**src/rtl/rv_lsu_pkg.sv**
```systemverilog
`default_nettype none
// ============================================================================
// Module   : rv_lsu_pkg
// Brief    : Shared types and encodings for the RV32I load/store unit.
// Revision : 1.0 - initial release
// ============================================================================
package rv_lsu_pkg;

    // Handshake FSM states
    typedef enum logic [1:0] {
        ST_IDLE = 2'd0,
        ST_REQ  = 2'd1,
        ST_WAIT = 2'd2,
        ST_RESP = 2'd3
    } lsu_state_t;

    // Access size encodings carried in funct3[1:0]
    localparam logic [1:0] LSU_B = 2'd0;
    localparam logic [1:0] LSU_H = 2'd1;
    localparam logic [1:0] LSU_W = 2'd2;
    localparam logic [1:0] LSU_D = 2'd3;

    // funct3 field positions
    localparam int F3_SIZE_LO = 0;
    localparam int F3_SIZE_HI = 1;
    localparam int F3_UNS     = 2;

endpackage
`default_nettype wire

```
**src/rtl/rv_lsu_align.sv**
```systemverilog
`default_nettype none
// ============================================================================
// Module   : rv_lsu_align
// Brief    : Combinational lane alignment: byte enables, store shift,
//            load shift/extension and misalign/illegal-size detection.
// Revision : 1.0 - initial release
// ============================================================================
module rv_lsu_align
    import rv_lsu_pkg::*;
#(
    parameter  int DATA_WIDTH = 32,
    localparam int NB         = DATA_WIDTH / 8,
    localparam int OFFW       = $clog2(NB)
) (
    input  logic [2:0]            funct3_i,
    input  logic [OFFW-1:0]       off_i,
    input  logic [DATA_WIDTH-1:0] wdata_i,
    input  logic [DATA_WIDTH-1:0] rdata_i,
    output logic [NB-1:0]         be_o,
    output logic [DATA_WIDTH-1:0] wdata_o,
    output logic [DATA_WIDTH-1:0] rdata_o,
    output logic                  misaligned_o,
    output logic                  illegal_o
);

    logic [1:0]            w_size;
    logic                  w_uns;
    logic [7:0]            w_be_base;
    logic [OFFW-1:0]       w_off_mask;
    logic [OFFW+2:0]       w_shamt;
    logic [DATA_WIDTH-1:0] w_sh;

    assign w_size  = funct3_i[F3_SIZE_HI:F3_SIZE_LO];
    assign w_uns   = funct3_i[F3_UNS];
    assign w_shamt = {off_i, 3'b000};

    // Per-size base lane mask and the offset bits that must be zero
    always_comb begin
        w_be_base  = 8'h01;
        w_off_mask = '0;
        case (w_size)
            LSU_B:   begin w_be_base = 8'h01; w_off_mask = '0;         end
            LSU_H:   begin w_be_base = 8'h03; w_off_mask = OFFW'(1);   end
            LSU_W:   begin w_be_base = 8'h0F; w_off_mask = OFFW'(3);   end
            default: begin w_be_base = 8'hFF; w_off_mask = OFFW'(7);   end
        endcase
    end

    assign be_o         = NB'(w_be_base) << off_i;
    assign wdata_o      = wdata_i << w_shamt;
    assign misaligned_o = |(off_i & w_off_mask);
    // A doubleword cannot be carried on a 32-bit bus
    assign illegal_o    = (w_size == LSU_D) && (DATA_WIDTH < 64);
    assign w_sh         = rdata_i >> w_shamt;

    // Extend the shifted load data from the top bit of the accessed size
    always_comb begin
        rdata_o = w_sh;
        case (w_size)
            LSU_B: begin
                if (w_uns) rdata_o = DATA_WIDTH'(w_sh[7:0]);
                else       rdata_o = DATA_WIDTH'($signed(w_sh[7:0]));
            end
            LSU_H: begin
                if (w_uns) rdata_o = DATA_WIDTH'(w_sh[15:0]);
                else       rdata_o = DATA_WIDTH'($signed(w_sh[15:0]));
            end
            LSU_W: begin
                // On a 32-bit bus the casts are identities: full width, no extension
                if (w_uns) rdata_o = DATA_WIDTH'(w_sh[31:0]);
                else       rdata_o = DATA_WIDTH'($signed(w_sh[31:0]));
            end
            default: rdata_o = w_sh;
        endcase
    end

endmodule
`default_nettype wire

```
**src/rtl/rv_lsu_handshake.sv**
```systemverilog
`default_nettype none
// ============================================================================
// Module   : rv_lsu_handshake
// Brief    : Load/store unit bridging the RV32I core to a variable-latency
//            data memory over a req/gnt/rvalid handshake, with timeout.
// Revision : 1.0 - initial release
// ============================================================================
module rv_lsu_handshake
    import rv_lsu_pkg::*;
#(
    parameter  int DATA_WIDTH     = 32,
    parameter  int ADDR_WIDTH     = 32,
    parameter  int TIMEOUT_CYCLES = 255,
    localparam int NB             = DATA_WIDTH / 8,
    localparam int OFFW           = $clog2(NB)
) (
    input  logic                  clk,
    input  logic                  rst,
    input  logic                  req_valid_i,
    input  logic                  req_we_i,
    input  logic [2:0]            req_funct3_i,
    input  logic [ADDR_WIDTH-1:0] req_addr_i,
    input  logic [DATA_WIDTH-1:0] req_wdata_i,
    output logic                  busy_o,
    output logic                  rsp_valid_o,
    output logic [DATA_WIDTH-1:0] rsp_rdata_o,
    output logic                  rsp_err_o,
    output logic                  DMEM_req_o,
    output logic                  DMEM_we_o,
    output logic [ADDR_WIDTH-1:0] DMEM_addr_o,
    output logic [DATA_WIDTH-1:0] DMEM_wr_data_o,
    output logic [NB-1:0]         DMEM_wr_byte_en_o,
    input  logic                  DMEM_gnt_i,
    input  logic                  DMEM_rvalid_i,
    input  logic [DATA_WIDTH-1:0] DMEM_rd_data_i,
    input  logic                  DMEM_err_i
);

    // Counter only has to reach TIMEOUT_CYCLES-1
    localparam int CNT_W = (TIMEOUT_CYCLES > 1) ? $clog2(TIMEOUT_CYCLES) : 1;
    localparam logic [CNT_W-1:0] TO_LAST = CNT_W'((TIMEOUT_CYCLES > 0) ? TIMEOUT_CYCLES - 1 : 0);

    lsu_state_t            state_q, state_d;
    logic                  we_q, we_d;
    logic [2:0]            funct3_q, funct3_d;
    logic [ADDR_WIDTH-1:0] addr_q, addr_d;
    logic [DATA_WIDTH-1:0] wdata_q, wdata_d;
    logic [CNT_W-1:0]      cnt_q, cnt_d;
    logic [DATA_WIDTH-1:0] rdata_q, rdata_d;
    logic                  err_q, err_d;

    logic                  w_idle;
    logic                  w_in_req;
    logic                  w_timeout;
    logic [2:0]            w_al_funct3;
    logic [OFFW-1:0]       w_al_off;
    logic [NB-1:0]         w_be;
    logic [DATA_WIDTH-1:0] w_st_data;
    logic [DATA_WIDTH-1:0] w_ld_data;
    logic                  w_misaligned;
    logic                  w_illegal;

    assign w_idle   = (state_q == ST_IDLE);
    assign w_in_req = (state_q == ST_REQ);

    // In IDLE the aligner classifies the incoming request; afterwards it
    // works on the captured copy so DMEM outputs stay stable.
    assign w_al_funct3 = w_idle ? req_funct3_i : funct3_q;
    assign w_al_off    = w_idle ? req_addr_i[OFFW-1:0] : addr_q[OFFW-1:0];

    rv_lsu_align #(
        .DATA_WIDTH (DATA_WIDTH)
    ) u_align (
        .funct3_i     (w_al_funct3),
        .off_i        (w_al_off),
        .wdata_i      (wdata_q),
        .rdata_i      (DMEM_rd_data_i),
        .be_o         (w_be),
        .wdata_o      (w_st_data),
        .rdata_o      (w_ld_data),
        .misaligned_o (w_misaligned),
        .illegal_o    (w_illegal)
    );

    assign w_timeout = (TIMEOUT_CYCLES != 0) && (cnt_q == TO_LAST);

    // Next-state, capture, timeout and response-data logic
    always_comb begin
        state_d  = state_q;
        we_d     = we_q;
        funct3_d = funct3_q;
        addr_d   = addr_q;
        wdata_d  = wdata_q;
        cnt_d    = cnt_q;
        rdata_d  = '0;
        err_d    = 1'b0;
        case (state_q)
            ST_IDLE: begin
                if (req_valid_i) begin
                    we_d     = req_we_i;
                    funct3_d = req_funct3_i;
                    addr_d   = req_addr_i;
                    wdata_d  = req_wdata_i;
                    if (w_misaligned || w_illegal) begin
                        state_d = ST_RESP;
                        err_d   = 1'b1;
                    end else begin
                        state_d = ST_REQ;
                        cnt_d   = '0;
                    end
                end
            end
            ST_REQ: begin
                cnt_d = cnt_q + CNT_W'(1);
                if (w_timeout) begin
                    state_d = ST_RESP;
                    err_d   = 1'b1;
                end else if (DMEM_gnt_i) begin
                    state_d = ST_WAIT;
                end
            end
            ST_WAIT: begin
                cnt_d = cnt_q + CNT_W'(1);
                // Completion wins over a timeout expiring in the same cycle
                if (DMEM_rvalid_i) begin
                    state_d = ST_RESP;
                    err_d   = DMEM_err_i;
                    if (!DMEM_err_i && !we_q) rdata_d = w_ld_data;
                end else if (w_timeout) begin
                    state_d = ST_RESP;
                    err_d   = 1'b1;
                end
            end
            default: begin
                state_d = ST_IDLE;
            end
        endcase
    end

    // State and capture registers with synchronous reset
    always_ff @(posedge clk) begin
        if (rst) begin
            state_q  <= ST_IDLE;
            we_q     <= 1'b0;
            funct3_q <= '0;
            addr_q   <= '0;
            wdata_q  <= '0;
            cnt_q    <= '0;
            rdata_q  <= '0;
            err_q    <= 1'b0;
        end else begin
            state_q  <= state_d;
            we_q     <= we_d;
            funct3_q <= funct3_d;
            addr_q   <= addr_d;
            wdata_q  <= wdata_d;
            cnt_q    <= cnt_d;
            rdata_q  <= rdata_d;
            err_q    <= err_d;
        end
    end

    assign busy_o            = !w_idle;
    assign rsp_valid_o       = (state_q == ST_RESP);
    assign rsp_rdata_o       = rdata_q;
    assign rsp_err_o         = err_q;
    assign DMEM_req_o        = w_in_req;
    assign DMEM_we_o         = w_in_req && we_q;
    assign DMEM_addr_o       = w_in_req ? {addr_q[ADDR_WIDTH-1:OFFW], {OFFW{1'b0}}} : '0;
    assign DMEM_wr_data_o    = (w_in_req && we_q) ? w_st_data : '0;
    assign DMEM_wr_byte_en_o = w_in_req ? (we_q ? w_be : '1) : '0;

endmodule
`default_nettype wire

```
**config.mk**
```make
export PLATFORM = sky130hd
export DESIGN_NAME = rv_lsu_handshake
export DESIGN_NICKNAME = d
export VERILOG_FILES = /design/src/rtl/rv_lsu_pkg.sv /design/src/rtl/rv_lsu_align.sv /design/src/rtl/rv_lsu_handshake.sv
export SDC_FILE = /design/constraint.sdc
export NUM_CORES = 1
export LEC_CHECK = 0
export ABC_AREA = 1
export CORE_ASPECT_RATIO = 1.75
export CORE_MARGIN = 2
export CORE_UTILIZATION = 42
export CTS_CLUSTER_DIAMETER = 150
export DETAILED_ROUTE_END_ITERATION = 10
export PLACE_DENSITY = 0.76
export SYNTH_ARGS = -nofsm -noshare
export SYNTH_HDL_FRONTEND = slang
export SYNTH_SLANG_ARGS = --single-unit
```
**constraint.sdc**
```tcl
create_clock -name clk -period 3.3 [get_ports clk]
set_input_delay 0.66 -clock clk [delete_from_list [all_inputs] [get_ports clk]]
set_output_delay 0.66 -clock clk [all_outputs]
set_load 0.05 [all_outputs]
```
Yosys cells after proc, flatten, opt, wreduce, memory -nomap -nowiden. Cells that the tools add are included.

Latch bits: 0. Memories kept: 0. Input port bits: 106. Register bits after elaboration: 111. ROM bits: 0. RAM bits: 0. Word-level logic and storage cells: 68.

Div/mod/pow operators: 0. Multiplexer cells: 26. Reductions and logical operators: 15. Shifts and indexed selects: 3. Add/sub/neg operators: 1. Multiply operators: 0. Magnitude comparators: 0. Eq/ne operators: 11. Bitwise logic cells: 4.

Operators by type and width (count): 2-to-1 mux 32 bit (4); one-hot mux 32 bit (2 select lines) (1); << shifter 32 x 5 -> 32 bit (1); right shift 32 x 5 -> 32 bit (1); 2-to-1 mux 8 bit (2); one-hot mux 8 bit (2 select lines) (1); 2-to-1 mux 2 bit (7); one-hot mux 4 bit (3 select lines) (1); adder 8 x 1 -> 8 bit (second input constant) (1); == test 2 bit (second input constant) (4); == test 8 bit (second input constant) (1); 2-to-1 mux 4 bit (2); one-hot mux 2 bit (3 select lines) (1); AND reduction 3 bit (2); == test 2 x 1 -> 1 bit (second input constant) (2); zero test 2 bit (2); 2-to-1 mux 1 bit (4); inequality test 2 bit (second input constant) (2); one-hot mux 2 bit (2 select lines) (1); OR reduction 2 bit (2); OR reduction 4 bit (1); << shifter 4 x 2 -> 4 bit (1); zero test 1 bit (3); 2-to-1 mux 3 bit (1); other kinds (9) (12).

Depth between registers and ports, before layout.
Depth in word-level cells: 10. Mapped depth: 14. Mapped depth without buffers: 13.

Modules after synthesis. Synthesis repeated with hierarchy kept, for this count alone.

Cell total of the unflattened synthesis: 930. Area total of the unflattened synthesis: 5995.8 µm².

By module, submodules not included: rv_lsu_handshake (area each 4551.9 µm², instances 1, cells each 652, sequential area each 2222.1 µm²); rv_lsu_align (area each 1443.9 µm², instances 1, cells each 278, sequential area each 0.0 µm²).

Least setup slack after synthesis. OpenSTA, ideal clock, no wires.

Path type: register to output. Start point: reg state_q[1]. End point: out DMEM_wr_data_o[10]. Required time: 2640 ps. Stages on the path, launching flop included: 9. Slack: -66 ps. Path buffers: 2. Data arrival time: 2706 ps. Cell sequence: dfxtp_1 inv_1 ha_1 clkbuf_1 nand2_1 inv_1 nand2_1 buf_2 nor2_1.

RTL lines: start: declaration (line rv_lsu_handshake.sv:43) `lsu_state_t state_q, state_d;`; start signal: assignment (line rv_lsu_handshake.sv:152) `state_q <= state_d;`; == test 2 x 1 -> 1 bit (line rv_lsu_handshake.sv:64) `assign w_in_req = (state_q == ST_REQ);`; net DMEM_req_o (line rv_lsu_handshake.sv:28) `output logic DMEM_req_o,`; logical AND 1 bit; net DMEM_we_o (line rv_lsu_handshake.sv:29) `output logic DMEM_we_o,`; 2-to-1 mux 32 bit (line rv_lsu_handshake.sv:170) `assign DMEM_wr_data_o = (w_in_req && we_q) ? w_st_data : '0;`; end: declaration (line rv_lsu_handshake.sv:31) `output logic [DATA_WIDTH-1:0] DMEM_wr_data_o,`.

The timed path passes the listed nets, and every way through them passes these cells.

Worst setup path after layout.
Start point: in req_addr_i[0]. End point: out DMEM_wr_data_o[26].

Longest elaborated chain between the ends: 3.

Ends and longest elaborated chain: start: declaration (line rv_lsu_handshake.sv:22) `input logic [ADDR_WIDTH-1:0] req_addr_i,`; 2-to-1 mux 2 bit (line rv_lsu_handshake.sv:69) `assign w_al_off = w_idle ? req_addr_i[OFFW-1:0] : addr_q[OFFW-1:0];`; << shifter 32 x 5 -> 32 bit (line rv_lsu_align.sv:50) `assign wdata_o = wdata_i << w_shamt;`; 2-to-1 mux 32 bit (line rv_lsu_handshake.sv:170).

Every way passes these cells.

==> impl_metrics.py <==
metrics = {
    "power_and_ir_drop": {
        "p_total_mw": 6.387,
        "peakVddDrop_mv": 0.3838,
        "p_per_area_nw_per_um2": 753.6,
        "p_leak_nw": 3.812,
    },
    "layout": {
        "multi_input_area_sq_um": 2859,
        "regArea_sq_um": 2222,
        "drive_above_1_share_pct": 12.94,
        "nFillCells": 1204,
        "antenna_cells": 0,
        "fin_nets": 1150,
        "syn2layout_area_growth_pct": 48.85,
    },
    "clocking": {
        "holdBufCountCts": 0,
        "cts_max_level": 3,
        "clockRootBuffer": "clkbuf_16",
        "clockBufferDepth": 2,
        "cts_sinks": 111,
        "cts_tree": "built",
        "clk_latency_ns": 0.35,
        "cts_buffers": 9,
        "path_clk_slew_ns": 0.07,
    },
    "yosys": {
        "synth_top_area_cell": "dfxtp_1",
        "synthArstFlopShare_pct": 0,
        "yosysSeqAreaShare_pct": 39.02,
        "synth_ff_type": "dfxtp_1",
        "synthTopCellsByArea": "dfxtp_1 (39%), nand2_1 (11%), o21ai_0 (9.1%)",
        "synthTopCellsByCount": "nand2_1 (172), nor2_1 (130), dfxtp_1 (111)",
        "yosysMostFrequentCell": "nand2_1",
        "synth_enable_flop_cells": 0,
        "yosysWarnings": 0,
        "synth-seq-cells": 111,
        "netlist_instances": 860,
        "yosys.area.top_type_share_pct": 39.02,
        "yosys.cell_types.count": 35,
        "avgSynthCellArea_sq_um": 6.621,
        "synthesis.area_sq_um": 5694,
    },
    "die": {
        "row_count": 56,
        "fp.dieW_um": 92.02,
        "io_pins": 211,
        "die-height_um": 158.0,
        "die_area_sq_um": 14540,
        "core_area_sq_um": 13310,
        "initial_core_util_pct": 42.77,
    },
    "timing": {
        "finalHoldViolCount": 0,
        "whs_ns": 0.4649,
        "tns_ns": 0,
        "setup_viol": 0,
        "fin_crit_sh_pct": 96.16,
        "fin_ws_ns": 0.1266,
        "final_max_slew_viol_count": 0,
        "finClkSkew_ns": 0.009857,
        "slew_headroom_pct": 47.35,
        "worst_pin_slew_ns": 0.7897,
        "layout_min_cycle_time_ns": 3.173,
        "clock.fmax_ghz": 0.3151,
        "grt_setup_unrepaired": "yes",
    },
    "setup_path": {
        "required_ns": 2.64,
        "arrival_ns": 2.51,
        "r2r_cells": 13,
        "start_kind": "input pin",
        "worstSetupPathType": "input pin to output port",
        "worst-path-max-fanout": 19,
        "critPathCaptureType": "output port",
    },
    "route": {
        "via_count": 6150,
        "drcViolationCount": 0,
        "drt-initial-drc-count": 283,
        "wl_per_cell_um": 15.11,
        "routed_wl_um": 18390,
        "ant_nets": 0,
        "firstDrtPassIters": 5,
        "viasPerCell": 5.053,
    },
    "placed_design": {
        "post-dp-hpwl_um": 13390,
        "io_buffers": 208,
        "place_ws_ns": 0.1371,
        "gp_congestion": 0.9599,
    },
    "status": {
        "status": "finished, final reports clean",
    },
    "grt": {
        "grt_pass1_wl_um": 28760,
        "grtUsageMet1_pct": 25.32,
        "antenna_found_initial": 0,
        "grt_pass1_vias": 5857,
        "groute.layer.met3.usage_pct": 5.474,
        "overflow": 0,
        "grtUsageTotal_pct": 25.13,
        "grt_util_met2_pct": 46.92,
        "busiest_layer": "met2",
        "grt_start_max_net_pins": 86,
    },
    "hold_path": {
        "hold_depth": 2,
        "hp-class": "flop to flop",
    },
    "run": {
        "maxCapViolations": 0,
    },
}
==> area by class of cell <==
class | count | area share [%]
well taps | 174 | 2.569
repair buffers | 222 | 29.26
clock buffers | 9 | 2.657
inverters | 106 | 4.813
clock inverters | 7 | 0.7529
flip-flops and latches | 111 | 26.22
multi-input cells | 588 | 33.73
==> power by group <==
| part | switching, mW | total, mW | internal (mW) |
|---|---|---|---|
| Clock | 0.544 | 1.08 | 0.531 |
| Combinational | 2.42 | 3.58 | 1.16 |
| Sequential | 0.145 | 1.73 | 1.59 |
==> per-layer routing <==
layer  vias to the layer above  part of all wire, %  wire, um
met5                         -                    0         0
met4                         0                  5.1       929
met3                        52                  6.7      1228
met2                       231                   53      9654
met1                      2780                   36      6573
li1                       3087                    -         -
==> final timing paths <==
kind | startpoint | to | slack (ns)
setup / recovery | req_addr_i[0] | DMEM_wr_data_o[26] | 0.13
hold / removal | funct3_q[2] | funct3_q[2] | 0.46
setup reg to reg | state_q[0] | rsp_rdata_o[21] | 0.83
hold reg to reg | funct3_q[2] | funct3_q[2] | 0.46
==> stage by stage <==
stage,cells,util (%),area [sq um]
2_1_floorplan,861,-,5703
3_3_place_gp,1200,61.08,8132
3_5_place_dp,1200,61.08,8132
4_1_cts,1217,63.50,8453
5_1_grt,1217,63.67,8476
6_report,1217,63.67,8476
==> critical path, stage by stage <==
cell	delay (ns)
clkdlybuf4s50_1	0.50
inv_1	0.07
nand2_1	0.18
o21ai_2	0.28
o21ai_0	0.24
a21oi_1	0.06
a211oi_1	0.33
buf_12	0.19
==> cells in the final DEF, fill, tap and decap left out, types with 2 or more instances in the layout <==
cell | Yosys | final
nand2_1 | 172 | 171
clkdlybuf4s50_1 | 0 | 140
nor2_1 | 130 | 130
dfxtp_1 | 111 | 111
o21ai_0 | 103 | 103
inv_1 | 100 | 99
a21oi_1 | 69 | 69
nand3_1 | 51 | 51
buf_4 | 6 | 45
buf_12 | 0 | 37
a211oi_1 | 17 | 10
clkbuf_16 | 0 | 9
o211ai_1 | 8 | 8
a211oi_2 | 0 | 7
nand2_4 | 7 | 6
nand2_2 | 4 | 5
ha_1 | 6 | 5
inv_6 | 1 | 4
clkinv_1 | 2 | 3
inv_2 | 3 | 2
a31oi_1 | 2 | 2
or2_2 | 2 | 2
o21ai_2 | 2 | 2
nand3_2 | 2 | 2
conb_1 | 1 | 2
clkinvlp_4 | 0 | 2
inv_8 | 0 | 2
==> what timing repair did <==
item / 4_1_cts / 5_1_grt
gates resized for setup: 5 / 5
setup endpoints to repair: 14 / 7
cloned: 1 / 0
pin swaps: 1 / 0
buffers inserted: 0 / 0
==> registers in the layout, summed over array words and instances (netlist names) <==
register / flops
addr_q: 32
rsp_rdata_o: 32
wdata_q: 32
cnt_q: 8
funct3_q: 3
state_q: 2
rsp_err_o: 1
we_q: 1
==> logic make-up (layout without fill, tap and decap cells) <==
| family | count (synthesis) | count (layout) | share of synthesized area, % |
|---|---|---|---|
| other cells | 1 | 2 | 0.06586 |
| compound gates | 204 | 205 | 19.36 |
| fa+ha+maj | 6 | 6 | 1.318 |
| buf+inv | 163 | 344 | 11.98 |
| simple gates | 375 | 375 | 28.26 |
| flops | 111 | 111 | 39.02 |
Power figures use the tool's default switching activity.
